===== src/rtl/adv7179_init_seq.sv =====
// ADV7179 bring-up sequencer: drives the encoder reset pulse, then walks the register
// table and issues one I2C write per entry, retrying NACKed writes up to MAX_RETRY times.
module adv7179_init_seq #(
   parameter int         RST_LOW_CYC  = 5900,
   parameter int         RST_WAIT_CYC = 59000,
   parameter int         NUM_REGS     = 16,
   parameter int         MAX_RETRY    = 3,
   parameter int         GAP_CYC      = 16,
   parameter logic [7:0] DEV_ADDR     = 8'h54
) (
   input  logic        clk,
   input  logic        rst,
   input  logic        start,
   output logic        ADV7179_RST,
   output logic [4:0]  rom_addr,
   input  logic [15:0] rom_data,
   output logic        wr_req,
   output logic [7:0]  wr_dev,
   output logic [7:0]  wr_addr,
   output logic [7:0]  wr_data,
   input  logic        wr_ack,
   input  logic        wr_nack,
   output logic        finish7179,
   output logic        cfg_err
);

   function automatic int cnt_width(input int n);
      return (n <= 1) ? 1 : $clog2(n);
   endfunction

   function automatic int max3(input int a, input int b, input int c);
      int m;
      m = (a > b) ? a : b;
      return (m > c) ? m : c;
   endfunction

   // One shared timer covers the reset-low, reset-wait and gap windows.
   localparam int TMR_W = cnt_width(max3(RST_LOW_CYC, RST_WAIT_CYC, GAP_CYC));
   localparam int RTY_W = cnt_width(MAX_RETRY + 1);

   localparam logic [TMR_W-1:0] LOW_LAST  = TMR_W'(RST_LOW_CYC - 1);
   localparam logic [TMR_W-1:0] WAIT_LAST = TMR_W'(RST_WAIT_CYC - 1);
   localparam logic [TMR_W-1:0] GAP_LAST  = TMR_W'(GAP_CYC - 1);
   localparam logic [RTY_W-1:0] RTY_LAST  = RTY_W'(MAX_RETRY);
   localparam logic [4:0]       IDX_LAST  = 5'(NUM_REGS - 1);

   localparam logic [2:0] S_RST_LO   = 3'd0;
   localparam logic [2:0] S_RST_WAIT = 3'd1;
   localparam logic [2:0] S_FETCH    = 3'd2;
   localparam logic [2:0] S_LOAD     = 3'd3;
   localparam logic [2:0] S_REQ      = 3'd4;
   localparam logic [2:0] S_GAP      = 3'd5;
   localparam logic [2:0] S_DONE     = 3'd6;
   localparam logic [2:0] S_ERROR    = 3'd7;

   logic [2:0]       state_reg;
   logic [TMR_W-1:0] tmr_reg;
   logic [RTY_W-1:0] retry_reg;
   logic [4:0]       idx_reg;
   logic [4:0]       rom_addr_reg;
   logic             enc_rst_reg;
   logic             wr_req_reg;
   logic [7:0]       wr_addr_reg;
   logic [7:0]       wr_data_reg;
   logic             last_nack_reg;
   logic             finish_reg;
   logic             cfg_err_reg;

   always_ff @(posedge clk) begin
      if (!rst) begin
         state_reg     <= S_RST_LO;
         tmr_reg       <= '0;
         retry_reg     <= '0;
         idx_reg       <= '0;
         rom_addr_reg  <= '0;
         enc_rst_reg   <= 1'b0;
         wr_req_reg    <= 1'b0;
         wr_addr_reg   <= '0;
         wr_data_reg   <= '0;
         last_nack_reg <= 1'b0;
         finish_reg    <= 1'b0;
         cfg_err_reg   <= 1'b0;
      end else begin
         case (state_reg)
            S_RST_LO: begin
               if (tmr_reg == LOW_LAST) begin
                  tmr_reg     <= '0;
                  enc_rst_reg <= 1'b1;
                  state_reg   <= S_RST_WAIT;
               end else begin
                  tmr_reg <= tmr_reg + TMR_W'(1);
               end
            end
            S_RST_WAIT: begin
               if (tmr_reg == WAIT_LAST) begin
                  tmr_reg      <= '0;
                  rom_addr_reg <= idx_reg;
                  state_reg    <= S_FETCH;
               end else begin
                  tmr_reg <= tmr_reg + TMR_W'(1);
               end
            end
            S_FETCH: begin
               state_reg <= S_LOAD;
            end
            S_LOAD: begin
               wr_addr_reg <= rom_data[15:8];
               wr_data_reg <= rom_data[7:0];
               retry_reg   <= '0;
               wr_req_reg  <= 1'b1;
               state_reg   <= S_REQ;
            end
            S_REQ: begin
               // NACK takes priority when both responses land together.
               if (wr_nack) begin
                  wr_req_reg    <= 1'b0;
                  last_nack_reg <= 1'b1;
                  tmr_reg       <= '0;
                  state_reg     <= S_GAP;
               end else if (wr_ack) begin
                  wr_req_reg    <= 1'b0;
                  last_nack_reg <= 1'b0;
                  tmr_reg       <= '0;
                  state_reg     <= S_GAP;
               end
            end
            S_GAP: begin
               if (tmr_reg == GAP_LAST) begin
                  tmr_reg <= '0;
                  if (!last_nack_reg) begin
                     if (idx_reg == IDX_LAST) begin
                        finish_reg <= 1'b1;
                        state_reg  <= S_DONE;
                     end else begin
                        idx_reg      <= idx_reg + 5'd1;
                        rom_addr_reg <= idx_reg + 5'd1;
                        state_reg    <= S_FETCH;
                     end
                  end else if (retry_reg == RTY_LAST) begin
                     cfg_err_reg <= 1'b1;
                     state_reg   <= S_ERROR;
                  end else begin
                     // Retry reuses the latched addr/data; the table is not re-read.
                     retry_reg  <= retry_reg + RTY_W'(1);
                     wr_req_reg <= 1'b1;
                     state_reg  <= S_REQ;
                  end
               end else begin
                  tmr_reg <= tmr_reg + TMR_W'(1);
               end
            end
            S_DONE, S_ERROR: begin
               if (start) begin
                  finish_reg    <= 1'b0;
                  cfg_err_reg   <= 1'b0;
                  idx_reg       <= '0;
                  retry_reg     <= '0;
                  rom_addr_reg  <= '0;
                  tmr_reg       <= '0;
                  enc_rst_reg   <= 1'b0;
                  last_nack_reg <= 1'b0;
                  state_reg     <= S_RST_LO;
               end
            end
            default: begin
               state_reg <= S_RST_LO;
            end
         endcase
      end
   end

   assign ADV7179_RST = enc_rst_reg;
   assign rom_addr    = rom_addr_reg;
   assign wr_req      = wr_req_reg;
   assign wr_dev      = DEV_ADDR;
   assign wr_addr     = wr_addr_reg;
   assign wr_data     = wr_data_reg;
   assign finish7179  = finish_reg;
   assign cfg_err     = cfg_err_reg;

endmodule


===== config.mk =====
export PLATFORM = sky130hd
export DESIGN_NAME = adv7179_init_seq
export DESIGN_NICKNAME = d
export VERILOG_FILES = /design/src/rtl/adv7179_init_seq.sv
export SDC_FILE = /design/constraint.sdc
export NUM_CORES = 1
export LEC_CHECK = 0
export ABC_CLOCK_PERIOD_IN_PS = 1950
export CORE_UTILIZATION = 47
export DETAILED_ROUTE_END_ITERATION = 6
export GPL_ROUTABILITY_DRIVEN = 0
export HOLD_SLACK_MARGIN = 0.06
export PLACE_DENSITY = 0.77
export SLEW_MARGIN = 20
export SYNTH_ARGS = -nofsm -noshare
export SYNTH_HDL_FRONTEND = slang
export SYNTH_SLANG_ARGS = --single-unit

===== constraint.sdc =====
create_clock -name clk -period 1.95 [get_ports clk]
set_input_delay 0.39 -clock clk [delete_from_list [all_inputs] [get_ports clk]]
set_output_delay 0.39 -clock clk [all_outputs]
set_load 0.01 [all_outputs]

## Word-level counts from Yosys, hierarchy flattened

Cells that the tools add are included.

| word-level totals | value |
|---|---|
| register bits after elaboration | 52 |
| input bits | 21 |
| output and inout bits | 33 |
| word-level logic and storage cells | 105 |

| cells by class | value |
|---|---|
| $add $sub $neg | 3 |
| eq/ne operators | 23 |
| muxes and demuxes | 48 |
| reduce and logical (&&, ||, !) cells | 19 |

Operators with widths:

| operator | number |
|---|---|
| 16-bit two-way mux | 6 |
| 16-bit one-hot mux with 5 select lines | 1 |
| 5-bit AND reduction | 6 |
| 5-bit two-way mux | 5 |
| 3-bit two-way mux | 8 |
| 3-bit one-hot mux with 7 select lines | 1 |
| 2-bit inequality test, second input constant | 10 |
| 16-bit by 1-bit adder with 16-bit output, second input constant | 1 |
| 16-bit by 13-bit equality test with 1-bit output, second input constant | 1 |
| 16-bit equality test, second input constant | 1 |
| 16-bit by 4-bit equality test with 1-bit output, second input constant | 1 |
| 5-bit one-hot mux with 3 select lines | 1 |
| 1-bit two-way mux | 14 |
| 3-bit equality test, second input constant | 4 |
| 2-bit two-way mux | 5 |
| 5-bit one-hot mux with 2 select lines | 1 |
| 3-bit AND reduction | 3 |
| 3-bit nonzero test | 3 |
| 1-bit one-hot mux with 2 select lines | 4 |
| 3-bit by 2-bit equality test with 1-bit output, second input constant | 2 |
| 2-bit one-hot mux with 3 select lines | 1 |
| 6-bit AND reduction | 1 |
| 2-bit nonzero test | 3 |
| 5-bit by 1-bit adder with 5-bit output, second input constant | 1 |
| other kinds (9) | 9 |

## Longest topological paths before layout

| depth | value |
|---|---|
| depth in word-level cells | 5 |
| mapped depth | 8 |
| depth with buffers taken out | 8 |

## Worst setup path before layout

OpenSTA, ideal clock, no wires.

| timing path | value |
|---|---|
| path kind | register to register |
| from | register tmr_reg[0] |
| to | register tmr_reg[4] |
| setup time | 0.115 ns |
| arrival time | 1.910 ns |
| slack | -0.075 ns |
| stages on the path, launching flop included | 9 |
| path buffers | 2 |
| clock period less this slack | 2.025 ns |
| cells stage by stage | dfxtp_1 > ha_1 > and4bb_2 > nand4_1 > and2_1 > clkbuf_1 > o41ai_4 > buf_6 > nor2_1 |

| between the ends | value |
|---|---|
| word-level cells in the longest chain between the ends | 3 |
| elaborated cells between the ends (all ways) | 8 |
| those cells by class | add/sub (1); eq/ne (3); mux (4) |

Ends and longest elaborated chain:

| item | RTL line | text |
|---|---|---|
| start: declaration | 57 | `logic [TMR_W-1:0] tmr_reg;` |
| start signal: assignment | 91 | `tmr_reg <= tmr_reg + TMR_W'(1);` |
| start signal: assignment | 100 | `tmr_reg <= tmr_reg + TMR_W'(1);` |
| start signal: assignment | 149 | `tmr_reg <= tmr_reg + TMR_W'(1);` |
| 16-bit by 1-bit adder with 16-bit output, or another cell as far along | 91, 100, 149 |  |
| 16-bit two-way mux (on tied branches) | 128, 86, 95 |  |
| 16-bit one-hot mux with 5 select lines * | 84 | `case (state_reg)` |

Mark *: on every way between the ends. The rest lies on a longest branch, timed or not.
A chain may end at the register's enable or synchronous reset.

## Final worst setup path

| timing path | value |
|---|---|
| from | register tmr_reg[3] |
| to | register tmr_reg[8] |

Same word-level chain as after synthesis.

==> results.py <==
metrics = {
    "floorplanning": {
        "die_w_um": 78.4,
        "die_h_um": 78.4,
        "coreArea_um2": 5570,
        "io_pins": 54,
        "die_area_um2": 6140,
        "placementRows": 27,
        "start_util_pct": 49.2,
    },
    "sta": {
        "max_freq_mhz": 496,
        "finalClockSkew_ns": 0.00543,
        "setup_viol": 14,
        "hold_viol": 0,
        "drv_slew": 0,
        "fin_crit_sh_pct": 103,
        "worst_slew_pin_slew_ns": 0.520,
        "setup_ws_ns": -0.0670,
        "slew_headroom_pct": 65.3,
        "rsz0062_at_grt": "true",
        "min_period_ns": 2.02,
    },
    "clocking": {
        "insertion_delay_ns": 0.32,
        "tritoncts": "yes",
        "clock_path_buffers": 2,
        "ctsHoldBuffers": 0,
        "clk_pin_slew_worst_paths_ns": 0.10,
        "cts_buffers": 5,
        "h-tree-depth": 2,
        "clock_sink_count": 52,
        "cts_root_buf": "clkbuf_8",
    },
    "min_path": {
        "min_delay_worst_endpoint": "wr_addr[7]",
        "hold_depth": 2,
        "hold_start": "wr_addr[7]",
        "hp-class": "reg2reg",
    },
    "global_routing": {
        "grt_usage_pct": 23.6,
        "grt-ovfl-total": 0,
        "antenna_found_initial": 0,
        "grt_pass1_wl_mm": 11.5,
        "grt_pass1_vias": 2574,
        "grt_max_degree": 24,
    },
    "final_layout": {
        "syn_to_final_growth_pct": 40.0,
        "instances_no_fill": 496,
        "antennaDiodeCount": 0,
        "largest_reg_flops": 16,
        "regArea_um2": 1060,
        "multi_input_area_um2": 1680,
        "nFillCells": 460,
        "final_area_um2": 3840,
        "final_nets": 448,
        "drive_above_1_share_pct": 24.1,
    },
    "detailed_routing": {
        "drc": 0,
        "first_pass_iters": 4,
        "first_iter_violations": 225,
        "wire_per_inst_um": 14.1,
        "vias": 2706,
        "antenna_left": 0,
        "routed_wl_mm": 7.00,
        "avgViaCountPerCell": 5.46,
    },
    "critical_path": {
        "crit_start": "tmr_reg[3]",
        "worst_setup_path_end_kind": "flip-flop",
        "reg2regPathDepth": 7,
        "r2r-end": "tmr_reg[8]",
        "slowest_delay_ns": 0.53,
        "cp.required_ns": 2.16,
        "cpLargestDelayFamily": "simple AND/OR/NAND/NOR gates",
        "cp_max_fo": 5,
        "crit_arrival_ns": 2.23,
        "cp-start-kind": "flip-flop",
        "rrSetupSlack_ns": -0.07,
        "cp_cell_sequence": "nand2b_4 -> or4_4 -> o21a_4 -> o41ai_4 -> buf_6 -> clkbuf_16 -> nor2_1",
        "crit_type": "reg2reg",
        "cp.buffers_inverters": 2,
        "critPathSlowestCell": "or4_4",
        "r2r-start": "tmr_reg[3]",
    },
    "logic_synthesis": {
        "synth.avg_cell_area_um2": 8.02,
        "synthArstFlopShare_pct": 0,
        "synthesis.area_um2": 2740,
        "yosys_warnings": 0,
        "yosys_most_used_dff": "dfxtp_1",
        "netlist.area_leader.share_pct": 38.0,
        "synth_most_common_cell": "nand2_1",
        "synth-edff-count": 0,
        "ys_seq_area_share_pct": 38.0,
        "synth_cell_types": 52,
        "yosys.area.top_type": "dfxtp_1",
        "syn_inst": 342,
        "ys_ff_latch": 52,
        "synthTopCellsByArea": "dfxtp_1 (38%), nand2_1 (8.4%), a21boi_0 (5.2%)",
        "yosys-top-cells-count": "nand2_1 (61), dfxtp_1 (52), nor2_1 (33)",
    },
    "place": {
        "portBuffers": 45,
        "place_area_um2": 3560,
        "pre_cts_ws_ns": -0.254,
        "dp.cells": 485,
        "place_hpwl_mm": 4.90,
    },
    "pwr": {
        "power.leakage_uw": 0.00143,
        "vdd_ir_drop_max_mv": 0.584,
        "finalPower_uw": 3150,
        "power.density_nw_per_um2": 820,
    },
    "outcome": {
        "outcome": "finished with violations",
        "violations": "setup timing",
    },
    "flow_run": {
        "maxCapViolCount": 0,
    },
}
## layout by cell type (no fill, tap or decap), drive strengths merged, types with 2 or more instances in the layout
| cell type | count |
|---|---|
| nor4 | 3 |
| a21oi | 8 |
| or2 | 3 |
| a21boi | 19 |
| o41ai | 2 |
| a31oi | 4 |
| and3b | 2 |
| and3 | 7 |
| nand4 | 3 |
| o311a | 3 |
| nor2b | 8 |
| a211oi | 3 |
| nand2 | 62 |
| nor4bb | 3 |
| o21a | 4 |
| nor3b | 4 |
| or3 | 2 |
| nor2 | 33 |
| and2 | 4 |
| buf | 49 |
| clkbuf | 7 |
| nand3 | 8 |
| a21o | 3 |
| ha | 4 |
| o21ai | 10 |
| inv | 10 |
| xor2 | 2 |
| nor3 | 8 |
| xnor2 | 12 |
| mux2i | 5 |
| nand2b | 3 |
| conb | 8 |
| nand3b | 7 |
| dfxtp | 52 |
| clkdlybuf4s50 | 45 |
## logic make-up (layout without fill, tap and decap cells)
kind of cell	Yosys count	after routing	share of synthesized area [%]
xor gates and xnor gates	14	14	4.47
adders and majority gates	4	4	1.83
DFF	52	52	38.0
buffers and inverters	36	112	6.30
muxes	5	5	1.83
other	2	8	0.274
AOI/OAI and AO/OA	65	65	17.5
and+or+nand+nor	164	164	29.8
## worst min-delay path: cells and delay by family (launching register included)
family | cells | cell delay (ns)
AO/OA/AOI/OAI | 1 | 0.06
AND/OR/NAND/NOR | 1 | 0.04
flip-flops | 1 | 0.32
## final cells by class
cell class	instances	share of cell area, %
multi-input cells	260	43.8
clock inverters	2	0.359
clock buffers	6	2.15
inverters	9	0.880
well taps	72	2.35
repair buffers	95	22.9
flip-flops and latches	52	27.6
## metrics by stage
stage                     utilization, %  setup TNS, ns  hold WS (ns)
after global placement              63.9          -3.13         0.445
after CTS                           66.6         -0.776         0.470
after global routing                68.8          -1.47         0.505
after floorplan                        -              0         0.442
final                               68.8         -0.559         0.468
after detailed placement            63.9          -3.83         0.460
## timing repair
item                                    in CTS  in global routing
buffers inserted                             1                  1
endpoints found under the setup margin      17                 26
resized for setup                           16                 27
gates cloned                                 0                  1
hold endpoints to repair                     0                  0
pin swaps                                   10                 13
## per-layer routing
metal	global-route usage, %	up-vias	wire length (um)
li1	-	1318	-
met1	29.9	1259	3140
met2	38.1	113	3210
met3	6.51	16	532
met4	9.26	0	122
met5	0	-	0
## how the worst max path moves through the flow
stage	endpoint	slack [ns]	cells past startpoint
floorplan	tmr_reg[4]	0.0006	8
global placement	tmr_reg[4]	-0.19	7
detailed placement	tmr_reg[5]	-0.25	7
CTS	tmr_reg[5]	-0.07	6
global route	tmr_reg[8]	-0.12	8
finish	tmr_reg[8]	-0.07	7
## report_power, final
group          internal (uW)  switching (uW)  total [uW]
logic                    639             600        1240
clock network            291             386         678
registers               1150            82.1        1230
Power figures use the tool's default switching activity.
